[config.mk]
export PLATFORM = sky130hd
export DESIGN_NAME = ssvep_stim_synth
export DESIGN_NICKNAME = d
export VERILOG_FILES = /design/src/rtl/ssvep_pkg.sv /design/src/rtl/ssvep_stim_synth_sine_lut.sv /design/src/rtl/ssvep_stim_synth.sv
export SDC_FILE = /design/constraint.sdc
export NUM_CORES = 1
export LEC_CHECK = 0
export BUFFER_PORTS_ARGS = -buffer_cell sky130_fd_sc_hd__buf_4
export CAP_MARGIN = 10
export CORE_MARGIN = 2
export CORE_UTILIZATION = 25
export CTS_CLUSTER_DIAMETER = 150
export DETAILED_ROUTE_END_ITERATION = 7
export PLACE_DENSITY_LB_ADDON = 0.12
export SYNTH_ARGS = -nofsm -noshare
export SYNTH_HDL_FRONTEND = slang
export SYNTH_SLANG_ARGS = --single-unit
[constraint.sdc]
create_clock -name clk -period 10.65 [get_ports clk]
set_clock_uncertainty 0.05 [all_clocks]
set_input_delay 0.5325 -clock clk [delete_from_list [all_inputs] [get_ports clk]]
set_output_delay 0.5325 -clock clk [all_outputs]
set_load 0.01 [all_outputs]
[src/rtl/ssvep_pkg.sv]
// ssvep_pkg: shared definitions for the synthetic SSVEP stimulus generator.
//   - state_e        : burst FSM states (idle / tone on / tone off)
//   - SAT_MAX/SAT_MIN: 24-bit signed output range
//   - LFSR_SEED/TAPS : noise LFSR x^16+x^14+x^13+x^11+1 (right-shift Fibonacci form)
//   - lfsr_next()    : one LFSR step
//   - sat24()        : clamp a 26-bit signed sum to the 24-bit range
package ssvep_pkg;

  typedef enum logic [1:0] {
    ST_IDLE = 2'd0,
    ST_ON   = 2'd1,
    ST_OFF  = 2'd2
  } state_e;

  localparam logic signed [23:0] SAT_MAX = 24'sh7FFFFF;
  localparam logic signed [23:0] SAT_MIN = 24'sh800000;

  localparam logic [15:0] LFSR_SEED = 16'hACE1;
  // Feedback taps for x^16+x^14+x^13+x^11 seen from the shift-out end: bits 0,2,3,5.
  localparam logic [15:0] LFSR_TAPS = 16'h002D;

  localparam int Q_REF_DEFAULT = 16;

  function automatic logic [15:0] lfsr_next(input logic [15:0] s);
    return {^(s & LFSR_TAPS), s[15:1]};
  endfunction

  function automatic logic [23:0] sat24(input logic signed [25:0] v);
    logic signed [25:0] hi;
    logic signed [25:0] lo;
    hi = {{2{SAT_MAX[23]}}, SAT_MAX};
    lo = {{2{SAT_MIN[23]}}, SAT_MIN};
    if (v > hi) begin
      return SAT_MAX;
    end else if (v < lo) begin
      return SAT_MIN;
    end else begin
      return v[23:0];
    end
  endfunction

endpackage

[src/rtl/ssvep_stim_synth_sine_lut.sv]
// sine_lut: one-period signed sine table with a registered read port.
//   clk, rst_i : clock, asynchronous active-high reset
//   addr_i     : table index 0..M-1
//   data_o     : round((2^(Q_ref-1)-1)*sin(2*pi*addr/M)), valid one cycle after addr_i
module sine_lut
  import ssvep_pkg::*;
#(
  parameter int M     = 64,
  parameter int Q_ref = Q_REF_DEFAULT,
  localparam int AW   = $clog2(M)
) (
  input  logic                    clk,
  input  logic                    rst_i,
  input  logic [AW-1:0]           addr_i,
  output logic signed [Q_ref-1:0] data_o
);

  // Elaboration-time sine via a Taylor series on an angle folded into [-pi, pi];
  // 13 terms keep the error far below half an LSB at 16 bits.
  function automatic int sine_word(input int k);
    real pi;
    real ang;
    real term;
    real acc;
    real scaled;
    pi  = 3.14159265358979323846;
    ang = 2.0 * pi * real'(k) / real'(M);
    if (ang > pi) begin
      ang = ang - 2.0 * pi;
    end else begin
      ang = ang + 0.0;
    end
    term = ang;
    acc  = ang;
    for (int n = 1; n < 14; n++) begin
      term = -term * ang * ang / real'((2 * n) * (2 * n + 1));
      acc  = acc + term;
    end
    scaled = acc * real'((1 << (Q_ref - 1)) - 1);
    if (scaled >= 0.0) begin
      return $rtoi(scaled + 0.5);
    end else begin
      return -$rtoi(0.5 - scaled);
    end
  endfunction

  logic signed [Q_ref-1:0] rom [M];

  for (genvar k = 0; k < M; k++) begin : g_rom
    localparam int V = sine_word(k);
    assign rom[k] = V[Q_ref-1:0];
  end

  logic signed [Q_ref-1:0] data_q;

  // Registered table read.
  always_ff @(posedge clk or posedge rst_i) begin
    if (rst_i) begin
      data_q <= '0;
    end else begin
      data_q <= rom[addr_i];
    end
  end

  assign data_o = data_q;

endmodule

[src/rtl/ssvep_stim_synth.sv]
// ssvep_stim_synth: paced synthetic SSVEP sample source (sine + DC + LFSR noise,
// gated in ON/OFF bursts).
//   clk, reset   : system clock, asynchronous active-high reset
//   enable       : run request, looked at only on sample ticks
//   amplitude    : unsigned sine amplitude (LSBs)
//   offset       : signed 24-bit DC offset
//   noise_shift  : noise attenuation, >=16 removes noise
//   x / x_valid  : signed sample (24-bit saturated, sign-extended) and its strobe
//   sync         : strobe with x_valid for index 0 of every ON period
//   burst_on     : high while the burst FSM is ON
// Pipeline: tick edge -> (1) LUT read + input capture -> (2) multiply -> (3) sum/sat/out.
module ssvep_stim_synth
  import ssvep_pkg::*;
#(
  parameter int Q_out   = 32,
  parameter int Q_ref   = Q_REF_DEFAULT,
  parameter int M       = 64,
  parameter int CLK_DIV = 50000,
  parameter int N_on    = 8,
  parameter int N_off   = 8
) (
  input  logic             clk,
  input  logic             reset,
  input  logic             enable,
  input  logic [15:0]      amplitude,
  input  logic [23:0]      offset,
  input  logic [4:0]       noise_shift,
  output logic [Q_out-1:0] x,
  output logic             x_valid,
  output logic             sync,
  output logic             burst_on
);

  localparam int DIV_W = (CLK_DIV > 1) ? $clog2(CLK_DIV) : 1;
  localparam int IDX_W = $clog2(M);
  localparam int PER_W = $clog2(((N_on > N_off) ? N_on : N_off) + 1);

  // ---------------- divider, FSM, counters, LFSR ----------------
  logic [DIV_W-1:0] div_q;
  state_e           state_q, state_d;
  logic [IDX_W-1:0] idx_q, idx_d;
  logic [PER_W-1:0] per_q, per_d;
  logic [15:0]      lfsr_q, lfsr_d;
  logic             burst_q;

  logic tick_s;
  logic emit_s;
  logic mode_on_s;
  logic last_idx_s;

  assign tick_s     = (div_q == DIV_W'(CLK_DIV - 1));
  assign emit_s     = tick_s & enable;
  // The entry tick out of IDLE already emits a tone sample.
  assign mode_on_s  = (state_q != ST_OFF);
  assign last_idx_s = (idx_q == IDX_W'(M - 1));

  // Free-running sample-tick divider.
  always_ff @(posedge clk or posedge reset) begin
    if (reset) begin
      div_q <= '0;
    end else if (tick_s) begin
      div_q <= '0;
    end else begin
      div_q <= div_q + DIV_W'(1);
    end
  end

  // Burst FSM next state, phase/period counters and LFSR advance.
  always_comb begin
    state_d = state_q;
    idx_d   = idx_q;
    per_d   = per_q;
    lfsr_d  = lfsr_q;
    if (tick_s) begin
      if (!enable) begin
        state_d = ST_IDLE;
        idx_d   = '0;
        per_d   = '0;
      end else begin
        lfsr_d = lfsr_next(lfsr_q);
        idx_d  = last_idx_s ? '0 : idx_q + IDX_W'(1);
        case (state_q)
          ST_IDLE, ST_ON: begin
            state_d = ST_ON;
            if (last_idx_s) begin
              if (per_q == PER_W'(N_on - 1)) begin
                per_d = '0;
                if (N_off != 0) begin
                  state_d = ST_OFF;
                end else begin
                  state_d = ST_ON;
                end
              end else begin
                per_d = per_q + PER_W'(1);
              end
            end else begin
              per_d = per_q;
            end
          end
          ST_OFF: begin
            state_d = ST_OFF;
            if (last_idx_s) begin
              if (per_q == PER_W'(N_off - 1)) begin
                per_d   = '0;
                state_d = ST_ON;
              end else begin
                per_d = per_q + PER_W'(1);
              end
            end else begin
              per_d = per_q;
            end
          end
          default: begin
            state_d = ST_IDLE;
            idx_d   = '0;
            per_d   = '0;
          end
        endcase
      end
    end else begin
      state_d = state_q;
    end
  end

  // FSM/counter/LFSR state registers and registered burst flag.
  always_ff @(posedge clk or posedge reset) begin
    if (reset) begin
      state_q <= ST_IDLE;
      idx_q   <= '0;
      per_q   <= '0;
      lfsr_q  <= LFSR_SEED;
      burst_q <= 1'b0;
    end else begin
      state_q <= state_d;
      idx_q   <= idx_d;
      per_q   <= per_d;
      lfsr_q  <= lfsr_d;
      burst_q <= (state_d == ST_ON);
    end
  end

  // ---------------- stage 1: LUT read and input capture ----------------
  logic signed [Q_ref-1:0] lut_data_s;
  logic                    v1_q, sync1_q, on1_q;
  logic [15:0]             amp1_q;
  logic signed [23:0]      off1_q;
  logic [4:0]              ns1_q;
  logic [15:0]             lfsr1_q;

  sine_lut #(
    .M     (M),
    .Q_ref (Q_ref)
  ) u_lut (
    .clk    (clk),
    .rst_i  (reset),
    .addr_i (idx_q),
    .data_o (lut_data_s)
  );

  // Capture the tick's inputs alongside the LUT read.
  always_ff @(posedge clk or posedge reset) begin
    if (reset) begin
      v1_q    <= 1'b0;
      sync1_q <= 1'b0;
      on1_q   <= 1'b0;
      amp1_q  <= '0;
      off1_q  <= '0;
      ns1_q   <= '0;
      lfsr1_q <= '0;
    end else begin
      v1_q    <= emit_s;
      sync1_q <= emit_s & mode_on_s & (idx_q == '0);
      if (emit_s) begin
        on1_q   <= mode_on_s;
        amp1_q  <= amplitude;
        off1_q  <= offset;
        ns1_q   <= noise_shift;
        lfsr1_q <= lfsr_q;
      end
    end
  end

  // ---------------- stage 2: multiply, noise scaling ----------------
  logic signed [32:0] prod_s;
  logic signed [15:0] noise_s;
  logic               v2_q, sync2_q;
  logic signed [23:0] off2_q;
  logic signed [25:0] sine2_q, noise2_q;

  assign prod_s  = $signed({17'b0, amp1_q}) * 33'(lut_data_s);
  assign noise_s = $signed(lfsr1_q) >>> ns1_q;

  // Scaled sine term (zero in OFF) and attenuated noise.
  always_ff @(posedge clk or posedge reset) begin
    if (reset) begin
      v2_q     <= 1'b0;
      sync2_q  <= 1'b0;
      off2_q   <= '0;
      sine2_q  <= '0;
      noise2_q <= '0;
    end else begin
      v2_q    <= v1_q;
      sync2_q <= sync1_q;
      if (v1_q) begin
        off2_q   <= off1_q;
        sine2_q  <= on1_q ? 26'(prod_s >>> (Q_ref - 1)) : 26'sd0;
        noise2_q <= (ns1_q >= 5'd16) ? 26'sd0 : 26'(noise_s);
      end
    end
  end

  // ---------------- stage 3: sum, saturate, output ----------------
  logic signed [25:0] sum_s;
  logic [Q_out-1:0]   x_q;
  logic               x_valid_q, sync_q;

  assign sum_s = 26'(off2_q) + sine2_q + noise2_q;

  // Output register; x holds between strobes.
  always_ff @(posedge clk or posedge reset) begin
    if (reset) begin
      x_q       <= '0;
      x_valid_q <= 1'b0;
      sync_q    <= 1'b0;
    end else begin
      x_valid_q <= v2_q;
      sync_q    <= sync2_q;
      if (v2_q) begin
        x_q <= Q_out'($signed(sat24(sum_s)));
      end
    end
  end

  assign x        = x_q;
  assign x_valid  = x_valid_q;
  assign sync     = sync_q;
  assign burst_on = burst_q;

endmodule

==> Yosys cells after proc, flatten, opt, wreduce, memory -nomap -nowiden <==
Memories as Yosys holds them, arrays and structs flattened. A register that Yosys moved wholly into a read port is not among the register bits.
Index checks and enable logic that the tools add are counted.
W data, S select, Z words.
{ "totals": {"memories": 1, "mem_bits_ro": 1024, "reg_bits": 213, "output_inout_bits": 35, "inputBits": 48} }
{ "op_classes": {"n_eq_ne": 8, "bitwise_logic": 4, "n_addsub": 5, "n_shift": 1, "multipliers": 1, "reduce_logical": 7, "magnitude_cmp": 3, "n_mux": 19} }
{ "memory_table": {"columns": ["name", "words", "word_bits", "read_ports", "rd_ports_with_merged_regs", "wr", "line", "source"], "rows": [
  ["(no name shown)", 64, 16, 1, 1, 0, "ssvep_stim_synth_sine_lut.sv:61", "data_q <= rom[addr_i];"]
]} }
{ "ops": {"columns": ["cell", "count"], "rows": [
  ["$mux W26", 2],
  ["$mux W24", 2],
  ["$mul A17 B16 Y33", 1],
  ["$add A24 B26 Y26", 1],
  ["$add A26 B26 Y26", 1],
  ["$gt A26 B24 Y1 const B", 1],
  ["$lt A26 B24 Y1 const B", 1],
  ["$mux W6", 3],
  ["$add A16 B1 Y16 const B", 1],
  ["$eq A16 B16 Y1 const B", 1],
  ["$mux W16", 1],
  ["$mux W4", 4],
  ["$reduce_xor A16 Y1", 1],
  ["$sshr A16 B5 Y16", 1],
  ["$mux W2", 6],
  ["$not A6 Y7", 1],
  ["$add A6 B1 Y6 const B", 1],
  ["$eq A6 B6 Y1 const B", 1],
  ["$logic_not A6 Y1", 1],
  ["$ge A5 B5 Y1 const B", 1],
  ["$add A4 B1 Y4 const B", 1],
  ["$eq A2 B1 Y1 const B", 2],
  ["$eq A4 B3 Y1 const B", 1],
  ["$pmux W2 S2", 1],
  ["8 further kinds", 11]
]} }

==> Longest topological paths before layout <==
{ "depth": {"word_depth": 7, "depth_mapped": 22} }

==> By module <==
A second synthesis with hierarchy kept.
{ "unflattened": {"cells_unflattened": 2214, "area_unflattened_um2": 20266.9} }
{ "modules_own_cells": {"columns": ["mod", "n_inst", "cells_each", "area_per_inst_um2"], "rows": [
  ["ssvep_stim_synth", 1, 1962, 18233.7],
  ["sine_lut", 1, 252, 2033.2]
]} }

==> Worst setup path before layout <==
OpenSTA, ideal clock, no wires.
{ "synth_path": {"kind": "register -> register", "from": "register u_lut.data_q[9], in the netlist u_lut.data_o[9]", "to": "register sine2_q[11]", "n_path_buf": 1, "stages_incl_launch_ff": 23, "period_less_slack_ns": 6.248, "arrival_time_ns": 6.078, "slack_ns": 4.402, "path_cell_list": "dfrtp_1 -> clkbuf_1 -> nand2_1 -> fa_1 -> inv_1 -> fa_1 -> inv_1 -> fa_1 -> inv_1 -> fa_1 -> fa_1 -> inv_1 -> fa_1 -> inv_1 -> ha_1 -> nand2_1 -> o21ai_0 -> a221o_1 -> and3_1 -> a211oi_1 -> o21bai_1 -> xor2_1 -> a31o_2"} }
{ "synth_via": {"elab_chain_len": 2} }
{ "synth_rtl": {"columns": ["element", "line", "source"], "rows": [
  ["start, declared", "ssvep_stim_synth_sine_lut.sv:54", "logic signed [Q_ref-1:0] data_q;"],
  ["$mul A17 B16 Y33", "ssvep_stim_synth.sv:190", "assign prod_s = $signed({17'b0, amp1_q}) * 33'(lut_data_s);"],
  ["$mux W26", "ssvep_stim_synth.sv:206", "sine2_q <= on1_q ? 26'(prod_s >>> (Q_ref - 1)) : 26'sd0;"],
  ["end signal, assigned", "ssvep_stim_synth.sv:206", null],
  ["end, declared", "ssvep_stim_synth.sv:188", "logic signed [25:0] sine2_q, noise2_q;"]
]} }
Every way passes these cells.
A chain may end at the register's enable or synchronous reset.

==> Worst setup path in the final report <==
{ "layout_path": {"from": "register amp1_q[9]", "to": "register sine2_q[11]"} }
{ "layout_via": {"elab_chain_len": 2} }
{ "layout_rtl": {"columns": ["element", "line", "source"], "rows": [
  ["start, declared", "ssvep_stim_synth.sv:145", "logic [15:0] amp1_q;"],
  ["start signal, assigned", "ssvep_stim_synth.sv:175", "amp1_q <= amplitude;"],
  ["$mul A17 B16 Y33", "ssvep_stim_synth.sv:190", null],
  ["$mux W26", "ssvep_stim_synth.sv:206", null]
]} }
Every way passes these cells.

==> flow_metrics.py <==
metrics = {
    "outcome": {
        "status": "finished clean",
    },
    "drt": {
        "wl_met3_um": 1740,
        "top_layer_used": "met4",
        "ant_nets": 0,
        "first_iter_violations": 1019,
        "route.met2.wl_um": 26300,
        "first_pass_iters": 6,
        "drc": 0,
        "wirelength_um": 56100,
        "routed_via_density": 4.56,
        "wl_per_cell_um": 17.2,
        "m1WireLength_um": 27100,
        "via_count": 14900,
    },
    "cts": {
        "clock_path_buffers": 3,
        "post_cts_buffers": 0,
        "cts.sinks": 203,
        "clk_pin_slew_ns": 0.06,
        "htree_levels": 1,
        "root_buffer": "clkbuf_16",
        "clk_latency_ns": 0.58,
        "holdBufCountCts": 1,
        "cts_buffers": 27,
        "ctsResizeCount": 0,
        "cts_tree": "built",
    },
    "timing": {
        "finalSetupTns_ns": 0,
        "maxSlewViolCount": 0,
        "rsz0062_at_grt": "no",
        "fmax_mhz": 140,
        "slew_headroom_pct": 40.1,
        "min_period_over_period_pct": 67.0,
        "worstMarginPinSlew_ns": 0.899,
        "post-route-min-period_ns": 7.13,
        "hold_violations": 0,
        "setup_viol_count_final": 0,
    },
    "global_route": {
        "grt_pass1_vias": 15500,
        "grt_max_degree": 88,
        "grt_use_total_pct": 13.9,
        "grt_pass1_wl_um": 90100,
        "gr-total-overflow": 0,
        "grt_antenna_before_repair": 1,
    },
    "worst_setup_path": {
        "cp_data_arrival_time_ns": 7.54,
        "cp-start-kind": "flip-flop",
        "criticalPathCategory": "reg2reg",
        "crit_fanout": 17,
        "worstPathRequired_ns": 11.06,
        "cp-end-kind": "flip-flop",
    },
    "final_layout": {
        "areaGrowthSynthToFinish_pct": 12.3,
        "drive_gt1_share_pct": 8.98,
        "diodes": 0,
        "nets": 2620,
        "postLayoutCoreUtil_pct": 28.3,
        "final_cell_mix": "nand2_1, inv_1, fa_1, dfrtp_1, ha_1",
        "layout_commonest_cell": "nand2_1",
    },
    "synthesis": {
        "synth_nets": 2617,
        "ys_seq_area_share_pct": 25.6,
        "ys_ff_latch": 203,
        "yosysWarnings": 0,
        "syn_avg_cell_area_um2": 9.05,
        "synth-edff-count": 0,
        "synthArstFlopShare_pct": 100,
        "synth.cell_area_mm2": 0.0199,
        "ys_types": 76,
        "synth-main-ff-cell": "dfrtp_1",
        "synthCells": 2194,
    },
    "die": {
        "core-area_mm2": 0.0789,
        "fp.dieH_um": 286,
        "die_w_um": 286,
        "ios": 83,
        "start_util_pct": 25.2,
        "die_area_mm2": 0.0817,
        "core.rowCount": 103,
    },
    "min_path": {
        "hold_path.class": "in2reg",
    },
    "pwr": {
        "leakage_nw": 11.2,
        "pwr-share-seq_pct": 44.1,
        "irDropWorstVdd_uv": 112,
        "swShare_pct": 22.1,
        "p_switching_uw": 386,
        "clockPowerShare_pct": 54.1,
        "internal-power_mw": 1.36,
        "comb_power_share_pct": 1.8,
        "pwr_density_cell_mw_per_mm2": 78.4,
    },
    "placed_design": {
        "dp_hpwl_um": 42900,
        "finalWeightedCongestion": 0.824,
        "portBuffers": 82,
    },
    "flow_run": {
        "max_cap_viol_count": 0,
    },
}
## cell type report
type,count,area [um2]
Timing Repair Buffer,94,708
Clock inverter,10,170
Inverter,284,1070
Multi-Input combinational cell,1587,13200
Clock buffer,39,741
Fill cell,8396,56600
Sequential cell,203,5090
Tap cell,1050,1310
## power by group through the flow
| stage | combinational (mW) | sequential, mW | clock [mW] |
|---|---|---|---|
| 2_1_floorplan | 0.0120 | 0.786 | 0 |
| 3_3_place_gp | 0.0337 | 0.785 | 0 |
| 3_5_place_dp | 0.0340 | 0.785 | 0 |
| 4_1_cts | 0.0343 | 0.772 | 0.988 |
| 5_1_grt | 0.0372 | 0.771 | 1.02 |
| 6_report | 0.0319 | 0.772 | 0.946 |
## cell families after synthesis
kind of cell	synth area share (%)
flops	25.6
buf+inv	7.90
mux	3.26
xor+xnor	2.29
fa+ha+maj	31.9
simple gates	17.3
compound gates	11.8
## per-layer routing
metal,up-vias,GRT usage [%]
li1,7138,-
met1,7512,20.1
met2,222,22.3
met3,41,1.49
met4,0,2.84
met5,-,0
## flip-flops by register name, indices dropped and copies added (netlist names), 2 cells and up
signal,cells
off1_q,24
amp1_q,16
lfsr_q,16
ns1_q,5
idx_q,6
noise2_q,16
u_lut.data_o,16
state_q,2
off2_q,24
div_q,16
sine2_q,18
x,24
lfsr1_q,8
per_q,4
## stage by stage
| stage | area [um2] | power, mW | cells | hold slack, ns | worst slack, ns |
|---|---|---|---|---|---|
| after floorplan | 19900 | 0.798 | 2194 | 0.281 | 4.40 |
| after global placement | 21400 | 0.819 | 3217 | 0.295 | 3.55 |
| after detailed placement | 21400 | 0.819 | 3217 | 0.286 | 3.48 |
| after CTS | 22300 | 1.79 | 3267 | 0.0553 | 3.46 |
| after global routing | 22300 | 1.83 | 3267 | 0.0741 | 3.05 |
| final | 22300 | 1.75 | 3267 | 0.0952 | 3.52 |
## Yosys cell counts (7+ instances only)
library cell | number | area (um2)
nand2_1 | 420 | 1580
inv_1 | 280 | 1050
fa_1 | 218 | 4360
dfrtp_1 | 195 | 4880
ha_1 | 157 | 1960
and2_1 | 117 | 732
clkbuf_1 | 94 | 353
a21oi_1 | 92 | 460
o21ai_0 | 87 | 435
nor2_1 | 85 | 319
xnor2_1 | 34 | 298
mux2_2 | 31 | 349
nand3_1 | 27 | 135
mux2i_1 | 23 | 230
a31oi_1 | 20 | 125
a221o_1 | 19 | 190
nor3_1 | 19 | 95.1
xor2_1 | 18 | 158
a211oi_1 | 17 | 128
and3_1 | 15 | 93.8
nand2b_1 | 15 | 93.8
o211ai_1 | 15 | 113
o2bb2ai_1 | 14 | 123
buf_1 | 13 | 48.8
nor2b_1 | 12 | 75.1
a21o_1 | 11 | 82.6
nand4_1 | 11 | 68.8
buf_4 | 10 | 75.1
a22o_1 | 9 | 78.8
dfstp_2 | 8 | 210
o22ai_1 | 8 | 50.1
nor3b_1 | 7 | 52.6
## worst max-delay path, stage by stage (launching register included)
cell and delay, ns:
dfrtp_1 0.64, and2_1 0.29, fa_1 0.53, inv_1 0.05, fa_1 0.50, fa_1 0.52, inv_1 0.05, fa_1 0.47
fa_1 0.55, inv_1 0.05, fa_1 0.53, inv_1 0.04, ha_1 0.34, a21oi_1 0.14, o21ai_0 0.27, a221o_1 0.42
and3_1 0.22, a211oi_1 0.72, o21bai_1 0.20, xor2_1 0.17, a31o_2 0.24
## path summary, 6_finish.rpt
path                                start  cells past startpoint  slack (ns)     endpoint
max                             amp1_q[9]                     20        3.52  sine2_q[11]
max in group asynchronous           reset                      4        8.64     idx_q[2]
min in group asynchronous           reset                      3        0.54   lfsr1_q[0]
max reg2reg                     amp1_q[9]                     20        3.52  sine2_q[11]
min reg2reg                       sync2_q                      0        0.31         sync
min                        noise_shift[1]                      3         0.1     ns1_q[1]
Power figures use the tool's default switching activity.
